### src/rtl/spi_slave_pkg.sv
// Shared constants for the SPI slave receive path: field widths, status bit
// positions and the deframer state encoding.
package spi_slave_pkg;

  localparam int STATUS_W = 4;
  localparam int ADDR_W   = 20;
  localparam int DATA_W   = 16;
  localparam int HDR_BITS = STATUS_W + ADDR_W;

  localparam int ST_WR    = 2;
  localparam int ST_BURST = 1;
  localparam int ST_SEL   = 0;

  localparam int CNT_W = 5;

  localparam logic [1:0] S_IDLE = 2'd0;
  localparam logic [1:0] S_HDR  = 2'd1;
  localparam logic [1:0] S_DATA = 2'd2;

endpackage

### src/rtl/spi_sync_edge.sv
// Multi-flop synchroniser for one asynchronous input, with rise/fall detect
// taken against one extra flop behind the synchronised level.
module spi_sync_edge #(
  parameter int   STAGES    = 2,
  parameter logic RESET_VAL = 1'b0
) (
  input  logic clk,
  input  logic reset_n,
  input  logic din,
  output logic sync_o,
  output logic rise_o,
  output logic fall_o
);

  logic [STAGES-1:0] chain_q, chain_d;
  logic              prev_q, prev_d;

  always_comb begin
    chain_d = {chain_q[STAGES-2:0], din};
    prev_d  = chain_q[STAGES-1];
  end

  always_ff @(posedge clk or negedge reset_n) begin
    if (!reset_n) begin
      chain_q <= {STAGES{RESET_VAL}};
      prev_q  <= RESET_VAL;
    end else begin
      chain_q <= chain_d;
      prev_q  <= prev_d;
    end
  end

  assign sync_o = chain_q[STAGES-1];
  assign rise_o = sync_o & ~prev_q;
  assign fall_o = ~sync_o & prev_q;

endmodule

### src/rtl/spi_rx_deframer.sv
// SPI mode-0 slave receive front end: splits each frame into a status/address
// header and a stream of data words, each announced by a one-cycle strobe.
module spi_rx_deframer #(
  parameter int SYNC_STAGES = 2,
  parameter int STATUS_W    = spi_slave_pkg::STATUS_W,
  parameter int ADDR_W      = spi_slave_pkg::ADDR_W,
  parameter int DATA_W      = spi_slave_pkg::DATA_W
) (
  input  logic                clk,
  input  logic                reset_n,
  input  logic                sclk,
  input  logic                mosi,
  input  logic                cs_n,
  output logic [STATUS_W-1:0] status,
  output logic [ADDR_W-1:0]   addr,
  output logic [DATA_W-1:0]   wdata,
  output logic                status_ready,
  output logic                address_ready,
  output logic                data_ready,
  output logic                cs_n_o,
  output logic                frame_err
);
  import spi_slave_pkg::*;

  localparam int               HDR_N    = STATUS_W + ADDR_W;
  localparam logic [CNT_W-1:0] HDR_CNT  = CNT_W'(HDR_N);
  localparam logic [CNT_W-1:0] DATA_CNT = CNT_W'(DATA_W);
  localparam logic [CNT_W-1:0] CNT_ONE  = CNT_W'(1);

  logic sclk_rise, mosi_sync, cs_sync;
  logic unused_sclk_sync, unused_sclk_fall;
  logic unused_mosi_rise, unused_mosi_fall;
  logic unused_cs_rise, unused_cs_fall;

  spi_sync_edge #(.STAGES(SYNC_STAGES), .RESET_VAL(1'b0)) u_sync_sclk (
    .clk(clk), .reset_n(reset_n), .din(sclk),
    .sync_o(unused_sclk_sync), .rise_o(sclk_rise), .fall_o(unused_sclk_fall)
  );

  spi_sync_edge #(.STAGES(SYNC_STAGES), .RESET_VAL(1'b0)) u_sync_mosi (
    .clk(clk), .reset_n(reset_n), .din(mosi),
    .sync_o(mosi_sync), .rise_o(unused_mosi_rise), .fall_o(unused_mosi_fall)
  );

  spi_sync_edge #(.STAGES(SYNC_STAGES), .RESET_VAL(1'b1)) u_sync_cs (
    .clk(clk), .reset_n(reset_n), .din(cs_n),
    .sync_o(cs_sync), .rise_o(unused_cs_rise), .fall_o(unused_cs_fall)
  );

  logic [1:0]          state_q, state_d;
  logic [CNT_W-1:0]    cnt_q, cnt_d;
  logic [HDR_N-1:0]    sr_q, sr_d;
  logic [STATUS_W-1:0] status_q, status_d;
  logic [ADDR_W-1:0]   addr_q, addr_d;
  logic [DATA_W-1:0]   wdata_q, wdata_d;
  logic                status_ready_q, status_ready_d;
  logic                data_ready_q, data_ready_d;
  logic                frame_err_q, frame_err_d;
  logic [CNT_W-1:0]    target;

  // A full field is unloaded one cycle after its last bit is shifted in; that
  // unload wins over a cs_n rise so a frame ending exactly on a boundary is clean.
  always_comb begin
    state_d        = state_q;
    cnt_d          = cnt_q;
    sr_d           = sr_q;
    status_d       = status_q;
    addr_d         = addr_q;
    wdata_d        = wdata_q;
    status_ready_d = 1'b0;
    data_ready_d   = 1'b0;
    frame_err_d    = 1'b0;
    target         = (state_q == S_HDR) ? HDR_CNT : DATA_CNT;

    case (state_q)
      S_IDLE: begin
        if (!cs_sync) begin
          state_d = S_HDR;
          cnt_d   = '0;
          sr_d    = '0;
        end
      end
      S_HDR, S_DATA: begin
        if (cnt_q == target) begin
          cnt_d = '0;
          if (state_q == S_HDR) begin
            status_d       = sr_q[HDR_N-1 -: STATUS_W];
            addr_d         = sr_q[ADDR_W-1:0];
            status_ready_d = 1'b1;
          end else begin
            wdata_d      = sr_q[DATA_W-1:0];
            data_ready_d = 1'b1;
          end
          state_d = cs_sync ? S_IDLE : S_DATA;
        end else if (sclk_rise && (!cs_sync || (cnt_q + CNT_ONE) == target)) begin
          sr_d  = {sr_q[HDR_N-2:0], mosi_sync};
          cnt_d = cnt_q + CNT_ONE;
        end else if (cs_sync) begin
          frame_err_d = (cnt_q != '0);
          state_d     = S_IDLE;
          cnt_d       = '0;
          sr_d        = '0;
        end
      end
      default: state_d = S_IDLE;
    endcase
  end

  always_ff @(posedge clk or negedge reset_n) begin
    if (!reset_n) begin
      state_q        <= S_IDLE;
      cnt_q          <= '0;
      sr_q           <= '0;
      status_q       <= '0;
      addr_q         <= '0;
      wdata_q        <= '0;
      status_ready_q <= 1'b0;
      data_ready_q   <= 1'b0;
      frame_err_q    <= 1'b0;
    end else begin
      state_q        <= state_d;
      cnt_q          <= cnt_d;
      sr_q           <= sr_d;
      status_q       <= status_d;
      addr_q         <= addr_d;
      wdata_q        <= wdata_d;
      status_ready_q <= status_ready_d;
      data_ready_q   <= data_ready_d;
      frame_err_q    <= frame_err_d;
    end
  end

  assign status        = status_q;
  assign addr          = addr_q;
  assign wdata         = wdata_q;
  assign status_ready  = status_ready_q;
  assign address_ready = status_ready_q;
  assign data_ready    = data_ready_q;
  assign frame_err     = frame_err_q;
  assign cs_n_o        = cs_sync;

endmodule

### config.mk
export PLATFORM = sky130hd
export DESIGN_NAME = spi_rx_deframer
export DESIGN_NICKNAME = d
export VERILOG_FILES = /design/src/rtl/spi_slave_pkg.sv /design/src/rtl/spi_sync_edge.sv /design/src/rtl/spi_rx_deframer.sv
export SDC_FILE = /design/constraint.sdc
export NUM_CORES = 1
export LEC_CHECK = 0
export ABC_AREA = 0
export CORE_MARGIN = 10
export CORE_UTILIZATION = 56
export DETAILED_ROUTE_END_ITERATION = 10
export DONT_BUFFER_PORTS = 1
export PLACE_DENSITY = 0.83
export RECOVER_POWER = 100
export SLEW_MARGIN = 0
export SYNTH_ARGS = -nofsm -noshare
export SYNTH_HDL_FRONTEND = slang
export SYNTH_HIERARCHICAL = 1
export SYNTH_SLANG_ARGS = --single-unit
### constraint.sdc
create_clock -name clk -period 2.2 [get_ports clk]
set_input_delay 0.44 -clock clk [delete_from_list [all_inputs] [get_ports clk]]
set_output_delay 0.44 -clock clk [all_outputs]
set_load 0.02 [all_outputs]
==> run summary, run 1 <==
For this run the aggregate overflow at the end of global routing stands at 0. The net switching fraction of the power is 27.62%, and the average wire length per cell after detail routing is 19.40 um. The worst hold slack was -0.2116 ns; the number of nets still failing antenna checks after routing was 0. The kind of critical path is reg2reg.

The pin count of the biggest net entering global routing was 82. In this run the clock root is driven by a clkbuf_8. The die boundary height is 96.93 um, and the number of buffers added by the clock tree synthesis step is 9. The routed wire length is 5956 um. The element type at the critical path start was a flop. Setup repair after global routing left no endpoint under its margin.

Internal power comes to 2.106 mW. In this run the static leakage power is 1.743 nW. After detailed routing, the number of remaining DRC violations is 0. The width of the die was 96.93 um; the worst path setup slack after routing was 0.1241 ns.

The layout-stage area growth over the synthesis result is 7.814%. The number of inserted diodes was 0. The achievable clock frequency was 481.7 MHz; the number of iterations in the first detailed-routing pass was 4. The net count of the finished layout is 240. The die covers 9395 sq um.

The placer congestion estimate is 0.8591, and the initial antenna violation count is 0. Clock skew on the completed layout was measured at 0.01109 ns. The first-pass GRT wire length is 9777 um. The worst slack at placement was 0.08595 ns; the total core area was 5608 sq um. Final sum of negative setup slack: 0 ns. Dividing the synthesized area by the synthesized cell count gives 15.00 sq um. The post-route fraction of the period consumed by the critical path was 94.36%; the number of DRC violations after detailed-routing iteration 0 was 106. The via count of the first global-routing pass is 1,814, and the Yosys warning count is 6. The worst-case IR drop observed on VDD is 0.0004614 V.

For this configuration, the core starts out at a cell density of 59.10%. Input and output buffers added on the ports amount to 0. The overall fraction of global-route tracks in use is 12.69%, and the total number of clock tree sinks is 81. Across all layers, the routed design uses 1,768 vias.

The worst-case headroom to the max-slew limit came out at 75.01%. The clock reaches the later pin of the worst-skew pair after 0.35 ns. The tools report the count of H-tree levels built during CTS as 3. For the worst setup path, the data required time is 2.44 ns. The tools report the total net switching power as 0.8035 mW. The routed design could run at a clock period as short as 2.076 ns. In this run the deepest clock path goes through 2 buffers. The checks that failed: hold timing. The tools report the endpoint kind of the worst setup timing path as a flop.

The cell area power density is 814.2 nW/um^2. The run gives 4049 um as the detailed-placement wirelength estimate. After clock tree synthesis, the clock-pin slew on the worst setup and hold paths is 0.08 ns. Counting every net in the synthesized netlist gives 231.

The post-synthesis instance total was 221. The setup slack on the worst flop-to-flop path is 0.12 ns. The cell row count was 27.

Of the total power, registers draw 52.4%. The min-delay analysis places its worst path in the category in2async. TritonCTS built the clock tree. The via count normalized by instance count was 5.759.

Data on the critical path arrives at its endpoint at 2.31 ns. Leaving out fill and tap cells, the most frequent cells in the layout are 79 x dfrtp_1, 40 x mux2_2, 21 x a22o_2. The number of maximum-capacitance violations is 0. Setup violations remaining at the end of the flow were counted as 0. For the number of hold violations in the final report, the log shows 81.

The top fanout value on the critical path came out at 24. For this design the top-level I/O count stands at 50. The clock network accounts for 33.4% of the total power. The worst-margin pin slew works out to 0.3749 ns.

The cell area that synthesis handed to floorplanning was 3314 sq um. The run finished, with violations left. The share of layout cells above drive strength 1 is 42.13%, and the power share of the combinational group is 14.2%. Leaving out fill and tap cells, the most frequent cell in the layout is dfrtp_1.

The tools report the count of pins over their slew limit as 0.
sequential cells by signal (all words and copies together), names as in the netlist:
| register | cells |
|---|---|
| data_ready | 1 |
| wdata | 16 |
| sr_q | 24 |
| address_ready | 1 |
| u_sync_cs/chain_q | 2 |
| u_sync_sclk/prev_q | 1 |
| state_q | 2 |
| u_sync_sclk/chain_q | 2 |
| addr | 20 |
| u_sync_mosi/chain_q | 2 |
| status | 4 |
| cnt_q | 5 |
| frame_err | 1 |
path summary, 6_finish.rpt:
check / from / endpoint / cells past startpoint
max: state_q[0]$_DFFE_PN0P_ / sr_q[22]$_DFFE_PN0P_ / 8
min in group clk: cs_n / u_sync_cs/chain_q[0]$_DFF_PN1_ / 0
max reg2reg: state_q[0]$_DFFE_PN0P_ / sr_q[22]$_DFFE_PN0P_ / 8
min reg2reg: u_sync_mosi/chain_q[0]$_DFF_PN0_ / u_sync_mosi/chain_q[1]$_DFF_PN0_ / 0
max in group asynchronous: reset_n / u_sync_cs/chain_q[1]$_DFF_PN1_ / 0
min: reset_n / wdata[0]$_DFFE_PN0P_ / 0
power by group through the flow:
stage / Combinational [mW] / Sequential, mW / Clock (mW)
floorplan: 0.323 / 1.55 / 0
global placement: 0.400 / 1.55 / 0
detailed placement: 0.411 / 1.56 / 0
CTS: 0.412 / 1.53 / 1.00
global route: 0.452 / 1.53 / 1.06
finish: 0.413 / 1.53 / 0.971
metal layers:
layer | GRT usage, % | vias up | share of wire (%)
li1 | - | 817 | -
met1 | 14.82 | 896 | 43
met2 | 19.48 | 46 | 48
met3 | 5.394 | 9 | 7.2
met4 | 6.426 | 0 | 2.5
met5 | 0 | - | 0
per-stage QoR:
stage	instance area, sq um	cells	hold WS, ns	utilization [%]	power (mW)
6_report	3573	307	-0.2116	63.72	2.910
5_1_grt	3573	307	-0.2426	63.72	3.040
4_1_cts	3587	307	-0.2404	63.97	2.940
3_5_place_dp	3407	291	0.1468	60.75	1.966
3_3_place_gp	3407	291	0.1468	60.75	1.953
2_1_floorplan	3314	221	0.1444	-	1.874
final cells by class:
cell class | count | area (sq um)
timing repair buffer | 8 | 85.08
sequential | 81 | 2029
clock inverter | 5 | 38.79
clock buffer | 11 | 141.4
tap | 72 | 90.09
multi-input combinational | 123 | 1162
inverter | 7 | 26.28
fill | 409 | 2034
worst max-delay path: stages, from the launching register on:
cell      delay [ns]
dfrtp_1         0.40
inv_1           0.07
ha_1            0.31
inv_1           0.14
nor3_2          0.08
a211o_1         0.32
nand2b_1        0.15
buf_4           0.21
a22o_2          0.28
what timing repair did:
action,4_1_cts,5_1_grt
buffers inserted,0,0
gates resized for setup,0,2
hold endpoints to repair,81,81
setup endpoints to repair,0,30
(Power assumes the default switching activity.)
==> inputs of run 2 (changes only) <==
RECOVER_POWER = 50   (was 100)
==> run 2 against run 1 <==
Compared with the run above:
- the run still ends with hold timing left
- utilization rose by 0.38 points
- final cell count unchanged
- total power rose by 0.27%
- largest cell class unchanged
- largest power group unchanged
- highest routed layer unchanged
==> run summary, run 2 (synthesized netlist as in run 1, its figures left out) <==
TritonCTS built the clock tree. The cell row count came out at 27 (unchanged). The tools report the overall fraction of global-route tracks in use as 12.69% (unchanged). The logs give 2.32 ns (about the same) for the data arrival time of the critical path and 480.6 MHz (-0.23%) for the achievable clock frequency. The top fanout value on the critical path works out to 24 (unchanged).

The average wire length per cell after detail routing was 19.40 um (about the same); the width of the die was 96.93 um (unchanged). The run gives 0.35 ns (about the same) as the insertion delay to the later sink of the worst-skew pair. The die boundary height is 96.93 um (unchanged).

The share of layout cells above drive strength 1 was 43.83% (+1.7 points); the placed standard-cell area was 3407 sq um (unchanged). Kind of critical path: reg2reg. The library cell used most frequently in the layout, excluding fill and tap cells, is dfrtp_1. The number of input and output port buffers inserted is 0 (unchanged).

Startpoint of the worst-slack reg-to-reg timing path: state_q[0]$_DFFE_PN0P_. The shortest clock period the worst path allows after layout came out at 2.081 ns (+0.004715 ns). Setup repair after global routing left no endpoint under its margin. The tools report the non-filler instance count after layout as 307 (unchanged). The run gives 0.12 ns (about the same) as the setup slack on the worst flop-to-flop path.

The tools report the die outline area as 9395 sq um (unchanged). For the count of pins over their slew limit, the log shows 0 (unchanged). The final-layout fill cell count is 405 (-0.98%). The worst slack at placement came out at 0.08595 ns (unchanged).

The tools report the cell leakage power as 1.749 nW (+0.35%). The via count is 1,776 (+0.45%). The run finished, with violations left. The number of inserted diodes is 0 (unchanged).

The logs give 64.10% (+0.38 points) for the utilization of the core after routing and 9 (unchanged) for the number of buffers added by the clock tree synthesis step. The final count of negative-setup-slack endpoints is 0 (unchanged). The logs give 4 (unchanged) for the number of iterations in the first detailed-routing pass and 0.0004607 V (-0.14%) for the maximum vdd ir drop. The overflow left after global routing was 0 (unchanged). The worst register-to-register path ends at sr_q[22]$_DFFE_PN0P_. Register with the most flip-flops: sr_q.

From synthesis to final layout, the design area changed by 8.456%. The clock transition time at the flip-flop clock pins of the worst setup and hold paths was 0.08 ns (about the same); the first-pass GRT wire length was 9777 um (unchanged). The placer congestion estimate is 0.8591 (unchanged). For the number of hold violations in the final report, the log shows 81 (unchanged). The post-layout total power is 2.918 mW (+0.27%), and the buffer count from post-CTS setup fixing is 0 (unchanged). The worst-margin pin slew works out to 0.3755 ns (+0.0005581 ns).

The I/O pin total is 50 (unchanged). The endpoint kind of the worst setup timing path is a flop. The worst-case headroom to the max-slew limit came out at 74.97% (about the same).

For the initial antenna violation count, the log shows 0 (unchanged). The via count of the first global-routing pass came out at 1,814 (unchanged). The tools report the pin count of the biggest net entering global routing as 82 (unchanged).

The min-delay analysis places its worst path in the category in2async. The cell sitting at the root of the clock tree is a clkbuf_8. The number of nets still failing antenna checks after routing is 0 (unchanged). The routed wire length is 5957 um (about the same), and the required time of the worst setup path is 2.44 ns (about the same). STA classifies the critical path startpoint as a flop.

The logs give 240 (unchanged) for the number of nets in the final layout and 0 (unchanged) for the residual DRC count. Number of DRC violations after detailed-routing iteration 0: 113 (+6.6%). The worst clock skew on the final layout is 0.01122 ns (+0.0001322 ns), and the via count normalized by instance count is 5.785 (+0.45%). The count of cells along the worst register-to-register path is 8 (unchanged), and the worst path setup slack after routing is 0.1193 ns (-0.004715 ns).

The tools report the final sum of negative setup slack as 0 ns (unchanged). Number of buffers on the longest clock path: 2 (unchanged). The total core area was 5608 sq um (unchanged). The count of H-tree levels built during CTS came out at 3 (unchanged). The cell total after placement came out at 291 (unchanged). The cell area power density was 811.6 nW/um^2 (-0.32%); the detailed-placement wirelength estimate was 4049 um (unchanged). For the worst hold slack, the log shows -0.2115 ns (+0.00009800 ns). The number of maximum-capacitance violations is 0 (unchanged). The post-route fraction of the period consumed by the critical path was 94.58% (+0.21 points). In the layout the commonest cells are 79 x dfrtp_1, 40 x mux2_2, 21 x a22o_2. The checks that failed: hold timing.

The number of flip-flops under the largest register name was 24 (unchanged); the area of all placed cells without fillers was 3595 sq um (+0.60%). The total number of clock tree sinks was 81 (unchanged); the starting density of the core was 59.10% (unchanged).
[run 2: worst max-delay path: stages (launching register included)]
cell	delay (ns)
dfrtp_1	0.41
inv_1	0.07
ha_1	0.31
inv_1	0.14
nor3_2	0.08
a211o_1	0.32
nand2b_1	0.15
buf_4	0.21
a22o_2	0.28
[run 2: power breakdown]
part,leakage [nW],internal (mW),switching [mW],total [mW]
registers,1.11,1.51,0.0187,1.53
clock network,0.0899,0.447,0.527,0.974
logic,0.548,0.153,0.264,0.417
total,1.75,2.11,0.810,2.92
[run 2: per-layer routing]
layer | vias up | track usage (%) | wire length (um)
met5 | - | 0 | 0
met4 | 0 | 6.426 | 146
met3 | 9 | 5.394 | 408
met2 | 40 | 19.48 | 2849
met1 | 907 | 14.82 | 2552
li1 | 820 | - | -
[run 2: layout make-up]
type                    instances  area [sq um]  share of cell area [%]
clock buffers                  11         141.4                   3.933
repair buffers                  8         97.59                   2.715
flip-flops and latches         81          2029                   56.46
inverters                       7         26.28                  0.7309
clock inverters                 5         38.79                   1.079
well taps                      72         90.09                   2.506
multi-input cells             123          1171                   32.58
[run 2: repair_timing]
action | in CTS | in global routing
gates resized for setup | 0 | 2
endpoints found under the setup margin | 0 | 30
endpoints found under the hold margin | 81 | 81
[run 2: how the worst max path moves through the flow]
stage                                 startpoint                    end  slack, ns  cells after the start
after floorplan           state_q[0]$_DFFE_PN0P_  wdata[10]$_DFFE_PN0P_       0.06                      7
after global placement    state_q[1]$_DFFE_PN0P_    sr_q[5]$_DFFE_PN0P_       0.14                      9
after detailed placement  state_q[1]$_DFFE_PN0P_    sr_q[5]$_DFFE_PN0P_       0.09                      9
after global routing      state_q[0]$_DFFE_PN0P_    sr_q[5]$_DFFE_PN0P_       0.03                      8
after CTS                 state_q[1]$_DFFE_PN0P_    sr_q[5]$_DFFE_PN0P_       0.06                      9
final                     state_q[0]$_DFFE_PN0P_   sr_q[22]$_DFFE_PN0P_       0.12                      8
